--- src/rtl/fpu_pkg.sv ---
// Shared binary32 constants, flag bit positions and divider FSM states for the FPU execute path.
package fpu_pkg;
  localparam int EXP_W  = 8;
  localparam int FRAC_W = 23;
  localparam logic signed [9:0] BIAS = 10'sd127;
  localparam logic [31:0] FP32_QNAN = 32'h7FC0_0000;

  // o_flags = {NV,DZ,OF,UF,NX}
  localparam int FLAG_NV = 4;
  localparam int FLAG_DZ = 3;
  localparam int FLAG_OF = 2;
  localparam int FLAG_UF = 1;
  localparam int FLAG_NX = 0;

  typedef enum logic [2:0] {
    S_IDLE, S_PRENORM, S_DIVIDE, S_POST, S_DONE
  } div_state_t;
endpackage

--- src/rtl/fpu_div_step.sv ---
// One restoring-division step: trial subtract, emit quotient bit, shift the partial remainder.
module fpu_div_step (
  input  logic [24:0] rem,
  input  logic [23:0] dvsr,
  output logic [24:0] rem_nxt,
  output logic        q_bit
);
  logic [23:0] diff;

  // When the subtract succeeds the difference is below dvsr, so 24 bits hold it.
  assign q_bit   = rem >= {1'b0, dvsr};
  assign diff    = rem[23:0] - dvsr;
  assign rem_nxt = q_bit ? {diff, 1'b0} : {rem[23:0], 1'b0};
endmodule

--- src/rtl/fp32_divider_seq.sv ---
// Iterative binary32 divider (radix-2 restoring, truncating). Flags are built only when
// FPU_DIV_FLAGS_EN is defined; otherwise o_flags is tied to zero.
module fp32_divider_seq
  import fpu_pkg::*;
#(
  parameter logic [31:0] CANON_NAN  = FP32_QNAN,
  parameter int          RADIX_BITS = 1
) (
  input  logic        i_clk,
  input  logic        i_rst,
  input  logic        i_valid,
  output logic        o_ready,
  input  logic [31:0] i_a,
  input  logic [31:0] i_b,
  output logic        o_valid,
  input  logic        i_ack,
  output logic [31:0] o_result,
  output logic [4:0]  o_flags
);
  localparam int         DIV_CYCLES = 26 / RADIX_BITS;
  localparam logic [4:0] DIV_LAST   = 5'(DIV_CYCLES - 1);

  div_state_t        state;
  logic              sign_q;
  logic signed [9:0] ea, eb;
  logic [24:0]       rem;
  logic [23:0]       mb;
  logic [25:0]       q;
  logic [4:0]        cnt;

  logic              sa, sb;
  logic [EXP_W-1:0]  xa, xb;
  logic [FRAC_W-1:0] fa, fb;
  logic              a_zero, b_zero, a_inf, b_inf, a_nan, b_nan;
  logic              spec_hit;
  logic [31:0]       spec_res;
  logic [4:0]        spec_flg;

  assign {sa, xa, fa} = i_a;
  assign {sb, xb, fb} = i_b;
  assign a_zero = (xa == '0) && (fa == '0);
  assign b_zero = (xb == '0) && (fb == '0);
  assign a_inf  = (xa == '1) && (fa == '0);
  assign b_inf  = (xb == '1) && (fb == '0);
  assign a_nan  = (xa == '1) && (fa != '0);
  assign b_nan  = (xb == '1) && (fb != '0);

  // inf/0 falls under inf/x, so the inf check precedes the divide-by-zero check.
  always_comb begin
    spec_hit = 1'b1;
    spec_res = '0;
    spec_flg = '0;
    if (a_nan || b_nan || (a_zero && b_zero) || (a_inf && b_inf)) begin
      spec_res          = CANON_NAN;
      spec_flg[FLAG_NV] = 1'b1;
    end else if (a_inf) begin
      spec_res = {sa ^ sb, 8'hFF, 23'd0};
    end else if (b_zero) begin
      spec_res          = {sa ^ sb, 8'hFF, 23'd0};
      spec_flg[FLAG_DZ] = 1'b1;
    end else if (a_zero || b_inf) begin
      spec_res = {sa ^ sb, 31'd0};
    end else begin
      spec_hit = 1'b0;
    end
  end

  // Normalization of denormal inputs, one bit per cycle per operand.
  logic [24:0]       rem_sh;
  logic [23:0]       mb_sh;
  logic signed [9:0] ea_sh, eb_sh;

  assign rem_sh = rem[23] ? rem : {rem[23:0], 1'b0};
  assign ea_sh  = rem[23] ? ea  : ea - 10'sd1;
  assign mb_sh  = mb[23]  ? mb  : {mb[22:0], 1'b0};
  assign eb_sh  = mb[23]  ? eb  : eb - 10'sd1;

  logic [24:0]           rem_chain [RADIX_BITS+1];
  logic [RADIX_BITS-1:0] q_bits;

  assign rem_chain[0] = rem;
  for (genvar g = 0; g < RADIX_BITS; g++) begin : g_step
    fpu_div_step u_step (
      .rem    (rem_chain[g]),
      .dvsr   (mb),
      .rem_nxt(rem_chain[g+1]),
      .q_bit  (q_bits[RADIX_BITS-1-g])
    );
  end

  logic signed [9:0] e_raw, e_adj;
  logic [22:0]       frac;
  logic              post_ovf, post_unf;
  logic [31:0]       post_res;

  always_comb begin
    e_raw    = ea - eb + BIAS;
    e_adj    = q[25] ? e_raw : e_raw - 10'sd1;
    frac     = q[25] ? q[24:2] : q[23:1];
    post_ovf = e_adj >= 10'sd255;
    post_unf = e_adj <= 10'sd0;
    post_res = {sign_q, e_adj[7:0], frac};
    if (post_ovf)      post_res = {sign_q, 8'hFF, 23'd0};
    else if (post_unf) post_res = {sign_q, 31'd0};
  end

`ifdef FPU_DIV_FLAGS_EN
  logic [4:0] flags_q;
  logic [4:0] post_flg;

  always_comb begin
    post_flg = '0;
    if (post_ovf) begin
      post_flg[FLAG_OF] = 1'b1;
      post_flg[FLAG_NX] = 1'b1;
    end else if (post_unf) begin
      post_flg[FLAG_UF] = 1'b1;
      post_flg[FLAG_NX] = 1'b1;
    end else begin
      post_flg[FLAG_NX] = (q[25] ? (|q[1:0]) : q[0]) | (|rem);
    end
  end

  assign o_flags = flags_q;
`else
  logic unused_bits;
  assign unused_bits = ^{spec_flg, q[0]};
  assign o_flags     = 5'b0;
`endif

  assign o_ready = (state == S_IDLE);

  always_ff @(posedge i_clk) begin
    if (i_rst) begin
      state    <= S_IDLE;
      o_valid  <= 1'b0;
      o_result <= '0;
`ifdef FPU_DIV_FLAGS_EN
      flags_q  <= '0;
`endif
    end else begin
      case (state)
        S_IDLE: if (i_valid) begin
          sign_q <= sa ^ sb;
          ea     <= (xa == '0) ? 10'sd1 : {2'b00, xa};
          eb     <= (xb == '0) ? 10'sd1 : {2'b00, xb};
          rem    <= {1'b0, xa != '0, fa};
          mb     <= {xb != '0, fb};
          q      <= '0;
          cnt    <= DIV_LAST;
          if (spec_hit) begin
            o_result <= spec_res;
`ifdef FPU_DIV_FLAGS_EN
            flags_q  <= spec_flg;
`endif
            o_valid  <= 1'b1;
            state    <= S_DONE;
          end else if (xa != '0 && xb != '0) begin
            state <= S_DIVIDE;
          end else begin
            state <= S_PRENORM;
          end
        end
        S_PRENORM: begin
          rem <= rem_sh;
          mb  <= mb_sh;
          ea  <= ea_sh;
          eb  <= eb_sh;
          if (rem_sh[23] && mb_sh[23]) state <= S_DIVIDE;
        end
        S_DIVIDE: begin
          rem <= rem_chain[RADIX_BITS];
          q   <= {q[25-RADIX_BITS:0], q_bits};
          cnt <= cnt - 5'd1;
          if (cnt == 5'd0) state <= S_POST;
        end
        S_POST: begin
          o_result <= post_res;
`ifdef FPU_DIV_FLAGS_EN
          flags_q  <= post_flg;
`endif
          o_valid  <= 1'b1;
          state    <= S_DONE;
        end
        S_DONE: if (i_ack) begin
          o_valid <= 1'b0;
          state   <= S_IDLE;
        end
        default: state <= S_IDLE;
      endcase
    end
  end
endmodule
--- config.mk ---
export PLATFORM = sky130hd
export DESIGN_NAME = fp32_divider_seq
export DESIGN_NICKNAME = d
export VERILOG_FILES = /design/src/rtl/fpu_pkg.sv /design/src/rtl/fpu_div_step.sv /design/src/rtl/fp32_divider_seq.sv
export SDC_FILE = /design/constraint.sdc
export NUM_CORES = 1
export LEC_CHECK = 0
export CAP_MARGIN = 20
export CORE_MARGIN = 2
export CORE_UTILIZATION = 50
export DETAILED_ROUTE_END_ITERATION = 8
export GPL_ROUTABILITY_DRIVEN = 0
export GPL_TIMING_DRIVEN = 0
export PLACE_DENSITY_LB_ADDON = 0.05
export SLEW_MARGIN = 0
export SYNTH_ARGS = -nofsm -noshare
export SYNTH_HDL_FRONTEND = slang
export SYNTH_SLANG_ARGS = --single-unit
--- constraint.sdc ---
create_clock -name i_clk -period 9.4 [get_ports i_clk]
set_input_delay 2.82 -clock i_clk [delete_from_list [all_inputs] [get_ports i_clk]]
set_output_delay 2.82 -clock i_clk [all_outputs]
set_load 0.01 [all_outputs]
# ---- Word level (Yosys, flattened, before mapping)
# Cells that the tools add are included.
dict set report totals {
  input_bits 68
  out_inout_bits 39
  word_cells 121
  regBits 137
}
dict set report classes {
  n_lt_le_gt_ge 3
  n_eq_ne 13
  reduce_logical 39
  bitwise_logic 2
  muxes 45
  add_sub_neg 7
}
# operator count
set op_table {}
lappend op_table {{$mux 32} 6}
lappend op_table {{$mux 25} 3}
lappend op_table {{$pmux 25 s3} 1}
lappend op_table {{$pmux 32 s2} 1}
lappend op_table {{$mux 31} 2}
lappend op_table {{$pmux 26 s2} 1}
lappend op_table {{$mux 10} 5}
lappend op_table {{$mux 24} 2}
lappend op_table {{$pmux 24 s2} 1}
lappend op_table {{$logic_not 23->1} 2}
lappend op_table {{$reduce_bool 23->1} 2}
lappend op_table {{$pmux 10 s2} 2}
lappend op_table {{$sub 10x2->10 const B} 3}
lappend op_table {{$mux 26} 1}
lappend op_table {{$ge 25x24->1} 1}
lappend op_table {{$sub 24x24->24} 1}
lappend op_table {{$mux 23} 1}
lappend op_table {{$reduce_and 4->1} 5}
lappend op_table {{$eq 8x8->1 const B} 2}
lappend op_table {{$logic_not 8->1} 2}
lappend op_table {{$mux 8} 2}
lappend op_table {{$reduce_bool 8->1} 2}
lappend op_table {{$mux 3} 5}
lappend op_table {{$pmux 3 s5} 1}
lappend op_table {{other kinds (24)} 55}

# ---- Logic depth before layout (Yosys ltp)
# Gate-level depths: netlist of the first run.
dict set report depth {
  word_depth 10
  mapped_depth 14
  depth_no_buf 13
}

# ---- Cells and area by module
# From an unflattened synthesis of the first run, not the netlist that was laid out.
dict set report unflattened {
  cells_unflattened 1006
  area_unflattened_um2 9187.6
}
# mod cells_each instances seq_area_each_um2 area_each_um2
set by_module_without_submodules {}
lappend by_module_without_submodules {fp32_divider_seq 747 1 3753.6 7548.5}
lappend by_module_without_submodules {fpu_div_step 259 1 0.0 1639.1}

# ---- Worst setup path before layout of the first run
# No wires, ideal clock.
dict set report synth_timing {
  path_kind {in2reg}
  startpoint {input i_rst}
  endpoint {register rem[0], enable pin}
  path_buffers 1
  t_arrival_ns 8.332
  setup_slack_ns 0.626
  required_ns 8.958
  path_stages 4
  setup_time_ns 0.442
  cell_sequence {clkbuf_1 nor4_1 or2_2 a21boi_0}
}
dict set report synth_via {
  elab_chain_cells 2
}
# element line_no
set synth_rtl {}
lappend synth_rtl {{from (decl)} fp32_divider_seq.sv:10} ;# input logic i_rst,
lappend synth_rtl {{$not 1->1 (no line)} n/a}
lappend synth_rtl {{$reduce_and 4->1 (no line)} n/a}
lappend synth_rtl {{to (signal assigned)} fp32_divider_seq.sv:147} ;# rem <= {1'b0, xa != '0, fa};
lappend synth_rtl {{to (signal assigned)} fp32_divider_seq.sv:165} ;# rem <= rem_sh;
lappend synth_rtl {{to (signal assigned)} fp32_divider_seq.sv:172} ;# rem <= rem_chain[RADIX_BITS];
lappend synth_rtl {{to (decl)} fp32_divider_seq.sv:26} ;# logic [24:0] rem;
# Every way passes these cells.
# A chain may end at the register's enable or synchronous reset.

# ---- Worst setup path in the final report of the first run
dict set report layout_timing {
  startpoint {input i_b[17]}
  endpoint {register o_result[20]}
}
dict set report layout_via {
  elab_chain_cells 9
  word_cells_on_any_way 23
  cone_classes {1 x eq/ne; 10 x mux; 12 x reduce/logical}
}
# element line_no
set layout_rtl {}
lappend layout_rtl {{from (decl)} fp32_divider_seq.sv:14} ;# input logic [31:0] i_b,
lappend layout_rtl {{$logic_not 23->1 or $reduce_bool 23->1 (tied branches)} {fp32_divider_seq.sv:42, fp32_divider_seq.sv:44, fp32_divider_seq.sv:46}}
lappend layout_rtl {{$logic_and 1x1->1 (on tied branches)} {fp32_divider_seq.sv:44, fp32_divider_seq.sv:42, fp32_divider_seq.sv:46}}
lappend layout_rtl {{$logic_or 1x1->1, or another cell as far along} fp32_divider_seq.sv:61} ;# end else if (a_zero || b_inf) begin
lappend layout_rtl {{$mux 1 or $logic_or 1x1->1 (tied branches)} {fp32_divider_seq.sv:61, fp32_divider_seq.sv:53}}
lappend layout_rtl {{$mux 1 or $logic_or 1x1->1 (tied branches)} {fp32_divider_seq.sv:58, fp32_divider_seq.sv:53}}
lappend layout_rtl {{$mux 1 or $mux 32 (tied branches)} {fp32_divider_seq.sv:56, fp32_divider_seq.sv:53}}
lappend layout_rtl {{$mux 1 or $mux 32 (tied branches)} {fp32_divider_seq.sv:53, fp32_divider_seq.sv:151}}
lappend layout_rtl {{$ne 2x1->1 (no line) or $mux 32 (tied branches)} n/a}
lappend layout_rtl {{$reduce_and 3->1 (no line) or $pmux 32 s2 (tied branches)} n/a}
lappend layout_rtl {{to (signal assigned)} fp32_divider_seq.sv:152} ;# o_result <= spec_res;
lappend layout_rtl {{to (signal assigned)} fp32_divider_seq.sv:178} ;# o_result <= post_res;
lappend layout_rtl {{to (decl)} fp32_divider_seq.sv:17} ;# output logic [31:0] o_result,
# Several ways; a longest one is shown, not always the timed one. The select of a mux whose other input is x is not followed.

==> impl_metrics.yaml, run 1 <==
flow_run:
  max_cap_viol_count: 0
routing:
  vias: 7681
  route.detailed.drc: 0
  vias_per_cell: 5.964
  wire_per_inst_um: 18.58
  firstDrtPassIters: 5
  wl_um: 23930
  drt_iter0_drc: 539
  ant_nets: 0
final_layout:
  stdcell_count: 1288
  syn2layout_area_growth_pct: 22.49
  postLayoutCoreUtil_pct: 63.00
  drive_gt1_share_pct: 8.278
  antenna_cells: 0
  fin_nets: 1165
  n_fill_cell: 1492
floorplanning:
  die_h_um: 137.6
  start_util_pct: 51.43
  design.die.area_um2: 18940
  io_pins: 107
  rows: 48
  coreArea_um2: 17360
  die_x_um: 137.6
setup_path:
  worstPathCellList: "clkdlybuf4s50_1 -> nor4_1 -> nand4_1 -> nor3_1 -> nor4_1 -> nand2b_1 -> a21oi_1 -> nor2_1 -> clkbuf_1 -> a22o_1"
  critPathMaxStageDelay_ps: 510
  crit_path_top_delay_cell: "nor4_1"
  cp-end-kind: "flip-flop"
  crit_type: "in2reg"
  crit_path_max_fanout: 10
  rrSetupSlack_ps: 5460
  critPathMostFrequentCell: "nor4_1"
  startpoint_type: "primary input"
  cp.required_ps: 9720
  cp.arrival_ps: 5970
logic_synthesis:
  async_flop_share_pct: 0
  synth-edff-count: 101
  synth_flop_cell: "edfxtp_1"
  yosysSeqAreaShare_pct: 42.05
  synthCells: 920
  syn_area_um2: 8927
  ys_ff_latch: 137
  yosysWarningCount: 0
  synthDistinctLibCells: 78
  avgSynthCellArea_um2: 9.704
pwr:
  power_density_nw_per_um2: 291.2
  irDropWorstVdd_mv: 0.1580
  power_w: 0.003184
  leakagePower_nw: 4.190
clock_tree:
  post_cts_buffers: 0
  cts_tree: "yes"
  cts_resized: 0
  clock_tree.root_cell: "clkbuf_16"
  htree_levels: 4
  clock_latency_ps: 440
  clkTransAtPathRegs_ps: 70
  clock_sinks: 137
  clockBufferDepth: 2
  ctsHoldBuffers: 0
  cts_buffers: 17
global_routing:
  overflow: 0
  track_usage_pct: 26.31
  grt_pass1_wl_um: 37940
  grt_max_degree: 23
  grt_pass1_vias: 7262
  antenna_found_initial: 0
timing:
  rsz0062_at_grt: "false"
  period_share_pct: 60.02
  maxSlewHeadroom_pct: 39.21
  whs_ps: 468.8
  fin_worst_skew_ps: 15.75
  final-hold-violation-count: 0
  finalWorstSetupSlack_ps: 3758
  post-route-min-period_ps: 5642
  setup_viol: 0
  slew_viol_final: 0
  tightestPinTransition_ps: 908.5
  fmax_mhz: 177.2
place:
  hpwlAfterDp_um: 18280
  io_buffers: 100
  place_ws_ps: 3402
  placedCellCount: 1255
hold_path:
  worstHoldPathType: "reg2reg"
run_status:
  status: "finished, final reports clean"
flip-flops by register name, indices dropped and copies added, names as in the netlist:
| register | count |
|---|---|
| eb | 10 |
| o_valid | 1 |
| ea | 10 |
| q | 26 |
| rem | 25 |
| cnt | 5 |
| state | 3 |
| mb | 24 |
| sign_q | 1 |
| o_result | 32 |
metrics by stage:
step	setup TNS (ps)	area [um2]
global placement	-69140	10220
finish	0	10940
detailed placement	0	10340
floorplan	0	8942
CTS	0	10930
global route	0	10940
where the power goes:
part	leakage [nW]	switching (W)	internal [W]
logic	2.65	0.000916	0.000647
registers	1.25	0.0000928	0.000847
clock network	0.289	0.000298	0.000383
per-layer routing:
metal / track usage (%) / part of all wire [%] / vias up
met5: 0 / 0 / -
met4: 8.992 / 2.0 / 0
met3: 3.790 / 5.3 / 36
met2: 43.59 / 47 / 255
met1: 35.31 / 46 / 3692
li1: - / - / 3698
cell type report:
cell class                      instances  area, um2  area share (%)
Tap cell                              225      281.5           2.574
Inverter                               56      210.2           1.922
Sequential cell                       137       3754           34.32
Timing Repair Buffer                  107       1094           10.00
Buffer                                 49      235.2           2.151
Clock buffer                           18      439.2           4.016
Clock inverter                         14      150.1           1.373
Multi-Input combinational cell        682       4772           43.64
path summary, 6_finish.rpt:
path | startpoint | end | depth (start not counted)
worst min register to register | o_result[11] | o_result[11] | 1
worst max register to register | ea[1] | o_result[6] | 12
worst max-delay path | i_b[17] | o_result[20] | 10
worst min-delay path | o_result[11] | o_result[11] | 1
critical path: cells and delay by family:
kind | cells | cell delay, ps
buffers and inverters | 2 | 750
AOI/OAI and AO/OA | 2 | 760
and+or+nand+nor | 6 | 1630
cells by family after synthesis:
logic type	Yosys count	share of synthesized area (%)
flip-flops	137	42.05
other	1	0.04201
XOR/XNOR	49	4.976
buffers and inverters	105	4.989
multiplexers	33	3.714
AND/OR/NAND/NOR	304	17.35
AO/OA/AOI/OAI	244	20.13
adder cells (fa/ha/maj)	47	6.755
placed cells by master (no fill, tap or decap), types with 6 or more instances in the layout:
master,count
a211oi_1,9
a21o_1,14
a21oi_1,39
a221o_1,12
a22o_1,7
a22oi_1,9
a31oi_1,6
a32o_1,17
and2_1,32
and3_1,6
buf_4,11
clkbuf_1,32
clkbuf_16,17
clkdlybuf4s50_1,100
dfxtp_1,36
edfxtp_1,101
ha_1,45
inv_1,55
inv_6,7
mux2i_1,32
nand2_1,65
nand2b_1,11
nand3_1,14
nand4_1,12
nor2_1,75
nor2b_1,8
nor3_1,29
nor4_1,22
o21a_1,7
o21ai_0,58
o31ai_1,24
xnor2_1,33
xor2_1,14
cells in the mapped netlist (24+ instances only):
master / number / area [um2]
xnor2_1: 33 / 289.0
o31ai_1: 24 / 180.2
clkbuf_1: 32 / 120.1
dfxtp_1: 36 / 720.7
inv_1: 55 / 206.5
nand2_1: 65 / 244.0
ha_1: 45 / 563.0
nor2_1: 75 / 281.5
and2_1: 32 / 200.2
o21ai_0: 58 / 290.3
nor3_1: 29 / 145.1
a21oi_1: 40 / 200.2
mux2i_1: 32 / 320.3
edfxtp_1: 101 / 3033
Power figures use the tool's default switching activity.
==> inputs of run 2 (changes only) <==
==> constraint.sdc (replaced) <==
create_clock -name i_clk -period 5.47 [get_ports i_clk]
set_input_delay 1.641 -clock i_clk [delete_from_list [all_inputs] [get_ports i_clk]]
set_output_delay 1.641 -clock i_clk [all_outputs]
set_load 0.01 [all_outputs]
==> impl_metrics.yaml, run 2 (synthesis results as in run 1) <==
run_status:
  status: "finished, final reports clean"
routing:
  ant_nets: 0
  firstDrtPassIters: 5
  route.detailed.drc: 0
  wl_um: 23880
  drt_iter0_drc: 551
  wire_per_inst_um: 18.58
  vias: 7611
  vias_per_cell: 5.923
clock_tree:
  htree_levels: 4
  cts_tree: "yes"
  clock_sinks: 137
  ctsHoldBuffers: 0
  clock_tree.root_cell: "clkbuf_16"
  clock_latency_ps: 420
  post_cts_buffers: 0
  cts_buffers: 17
  clockBufferDepth: 2
  clkTransAtPathRegs_ps: 60
  cts_resized: 0
final_layout:
  top_register: "o_result"
  reg.largest.list: "o_result: 32 flops, q: 26 flops, rem: 25 flops"
  n_fill_cell: 1491
  antenna_cells: 0
  postLayoutCoreUtil_pct: 62.80
  mostFrequentLayoutCells: "edfxtp_1 (101), clkdlybuf4s50_1 (100), nor2_1 (75)"
  final_area_um2: 10900
  syn2layout_area_growth_pct: 22.10
  drive_gt1_share_pct: 8.019
  fin_nets: 1162
  largest_register_ffs: 32
  final_common_cell: "edfxtp_1"
floorplanning:
  design.die.area_um2: 18940
  io_pins: 107
  rows: 48
  coreArea_um2: 17360
  die_x_um: 137.6
  start_util_pct: 51.43
  die_h_um: 137.6
global_routing:
  overflow: 0
  antenna_found_initial: 0
  grt_pass1_wl_um: 37920
  grt_max_degree: 21
  track_usage_pct: 26.21
  grt_pass1_vias: 7158
flow_run:
  max_cap_viol_count: 0
timing:
  post-route-min-period_ps: 4489
  fmax_mhz: 222.8
  maxSlewHeadroom_pct: 31.85
  setup_viol: 0
  final-hold-violation-count: 0
  setup_tns_ps: 0
  tightestPinTransition_ps: 1022
  rsz0062_at_grt: "false"
  period_share_pct: 82.06
  slew_viol_final: 0
  fin_worst_skew_ps: 12.60
pwr:
  irDropWorstVdd_mv: 0.2727
  leakagePower_nw: 4.169
  power_density_nw_per_um2: 496.2
setup_path:
  cp.required_ps: 5790
  crit_path_max_fanout: 10
  startpoint_type: "primary input"
  cp-end-kind: "flip-flop"
  cp.arrival_ps: 4810
  reg2reg_depth: 12
  crit_type: "in2reg"
hold_path:
  whs_path_depth: 1
  worstHoldPathType: "reg2reg"
place:
  io_buffers: 100
  post_dp_cell_area_um2: 10350
  hpwlAfterDp_um: 18240
## run 2: cell types whose count changed in the layout (fill, tap and decap cells not counted), sizes merged
cell / change
clkbuf: -1
clkinv: +1
buf: -3
bufinv: -1
inv: +1
## run 2: report_power, final
part / total (W) / switching, W / internal [W]
sequential: 0.00162 / 0.000160 / 0.00146
combinational: 0.00269 / 0.00158 / 0.00111
clock: 0.00110 / 0.000505 / 0.000598
total: 0.00541 / 0.00224 / 0.00317
## run 2: path summary, 6_finish.rpt
check | start | endpoint | slack (ps)
setup reg to reg | ea[1] | o_result[17] | 1530
setup / recovery | i_b[19] | o_result[20] | 980
hold reg to reg | o_result[6] | o_result[6] | 460
hold / removal | o_result[6] | o_result[6] | 460
## run 2: layout make-up
class / count / area, um2 / area share, %
timing repair buffer: 104 / 1086 / 9.963
buffer: 49 / 235.2 / 2.158
clock buffer: 17 / 425.4 / 3.903
sequential: 137 / 3754 / 34.44
inverter: 56 / 210.2 / 1.928
tap: 225 / 281.5 / 2.583
clock inverter: 15 / 127.6 / 1.171
multi-input combinational: 682 / 4781 / 43.86
## run 2: routing by layer
metal	wire [um]	share of wire, %	track usage [%]
met5	0	0	0
met2	11380	48	43.45
met3	1171	4.9	4.673
met1	11010	46	35.77
met4	327	1.4	6.071
## run 2: metrics by stage
step	hold slack [ps]	total power (W)	instances	worst slack [ps]
floorplan	496.7	0.003573	924	613.9
global placement	449.7	0.004223	1249	-1258
detailed placement	452.6	0.004289	1253	633.7
CTS	468.2	0.005413	1285	1071
global route	490.0	0.005780	1285	824.9
finish	463.2	0.005409	1285	981.3
## run 2: worst max-delay path, cell delays in order
cell             delay, ps
clkdlybuf4s50_1        440
nor4_1                 540
nand4_1                250
nor3_1                 360
nor4_1                 130
nand2b_1               170
a21oi_1                510
nor2_1                 180
clkbuf_1               290
a22o_1                 290
==> inputs of run 3 (changes only) <==
==> constraint.sdc (replaced) <==
create_clock -name i_clk -period 4.3 [get_ports i_clk]
set_input_delay 1.29 -clock i_clk [delete_from_list [all_inputs] [get_ports i_clk]]
set_output_delay 1.29 -clock i_clk [all_outputs]
set_load 0.01 [all_outputs]
==> impl_metrics.yaml, run 3 (synthesis results as in run 1) <==
setup_path:
  crit_path_max_fanout: 10
  cp-end-kind: "flip-flop"
  crit_type: "in2reg"
  cp.required_ps: 4620
  startpoint_type: "primary input"
  rrSetupSlack_ps: 420
  cp.arrival_ps: 4250
final_layout:
  syn2layout_area_growth_pct: 22.33
  largest_register_ffs: 32
  mostFrequentLayoutCells: "edfxtp_1 (101), clkdlybuf4s50_1 (100), nor2_1 (75)"
  fin_nets: 1162
  drive_gt1_share_pct: 8.113
  reg.largest.list: "o_result: 32 flops, q: 26 flops, rem: 25 flops"
  antenna_cells: 0
  final_area_um2: 10920
  top_register: "o_result"
  final_common_cell: "edfxtp_1"
clock_tree:
  clock_latency_ps: 430
  clock_tree.root_cell: "clkbuf_16"
  clock_sinks: 137
  clkTransAtPathRegs_ps: 70
  clockBufferDepth: 2
  post_cts_buffers: 0
  cts_resized: 0
  htree_levels: 4
  ctsHoldBuffers: 0
  cts_tree: "yes"
  cts_buffers: 17
timing:
  fin_worst_skew_ps: 10.64
  period_share_pct: 91.45
  fmax_mhz: 254.3
  rsz0062_at_grt: "false"
  final-hold-violation-count: 0
  post-route-min-period_ps: 3932
  tightestPinTransition_ps: 1078
  maxSlewHeadroom_pct: 28.13
  setup_viol: 0
  slew_viol_final: 0
floorplanning:
  die_h_um: 137.6
  start_util_pct: 51.43
  rows: 48
  design.die.area_um2: 18940
  io_pins: 107
  die_x_um: 137.6
  coreArea_um2: 17360
pwr:
  leakagePower_nw: 4.175
  irDropWorstVdd_mv: 0.3487
  power_w: 0.006929
  power_density_nw_per_um2: 634.5
flow_run:
  max_cap_viol_count: 0
routing:
  drt_iter0_drc: 498
  firstDrtPassIters: 5
  vias_per_cell: 5.874
  wl_um: 23870
  vias: 7548
  wire_per_inst_um: 18.58
  ant_nets: 0
  route.detailed.drc: 0
run_status:
  status: "finished, final reports clean"
place:
  post_dp_cell_area_um2: 10340
  hpwlAfterDp_um: 18150
  io_buffers: 100
global_routing:
  grt_pass1_wl_um: 37960
  track_usage_pct: 26.40
  antenna_found_initial: 0
  grt_pass1_vias: 7134
  overflow: 0
  grt_max_degree: 25
hold_path:
  worstHoldPathType: "reg2reg"
## run 3: worst max-delay path, cell delays in order
cell	delay (ps)
clkdlybuf4s50_1	440
nor4_1	410
nand4_1	330
nor3_1	390
nor4_1	140
nand2b_1	180
a21oi_2	350
nor2_1	130
clkbuf_1	290
a22o_1	300
## run 3: layout make-up
type	count	area, um2
repair buffers	104	1075
multi-input cells	682	4785
flip-flops and latches	137	3754
clock inverters	15	155.1
clock buffers	17	425.4
well taps	225	281.5
fillers	1467	6436
inverters	56	210.2
plain buffers	49	235.2
## run 3: through the flow
stage | hold slack [ps] | setup TNS (ps) | std cells | setup slack, ps | utilization, %
detailed placement | 452.5 | -4137 | 1253 | -196.4 | 59.55
finish | 464.0 | 0 | 1285 | 367.5 | 62.92
floorplan | 496.7 | 0 | 924 | 224.0 | -
global route | 478.4 | 0 | 1285 | 130.7 | 62.92
global placement | 448.2 | -70430 | 1249 | -1233 | 59.02
CTS | 468.1 | 0 | 1285 | 245.6 | 62.90
## run 3: metal layers
layer | share of wire [%] | vias to the layer above | global-route usage, %
met2 | 47 | 226 | 43.09
li1 | - | 3707 | -
met3 | 5.1 | 39 | 4.967
met1 | 46 | 3576 | 35.38
met4 | 2.1 | 0 | 8.706
met5 | 0 | - | 0
## run 3: worst paths after layout
path                     start      endpoint  depth (start not counted)
hold reg to reg   o_result[16]  o_result[16]                          1
hold / removal    o_result[16]  o_result[16]                          1
setup / recovery       i_a[17]  o_result[20]                         10
setup reg to reg         ea[1]   o_result[6]                         12
## run 3: power breakdown
group          switching (W)  leakage [nW]  total [W]  internal [W]
Combinational        0.00199          2.64    0.00340       0.00141
Clock               0.000650         0.288    0.00147      0.000822
Sequential          0.000205          1.25    0.00206       0.00185
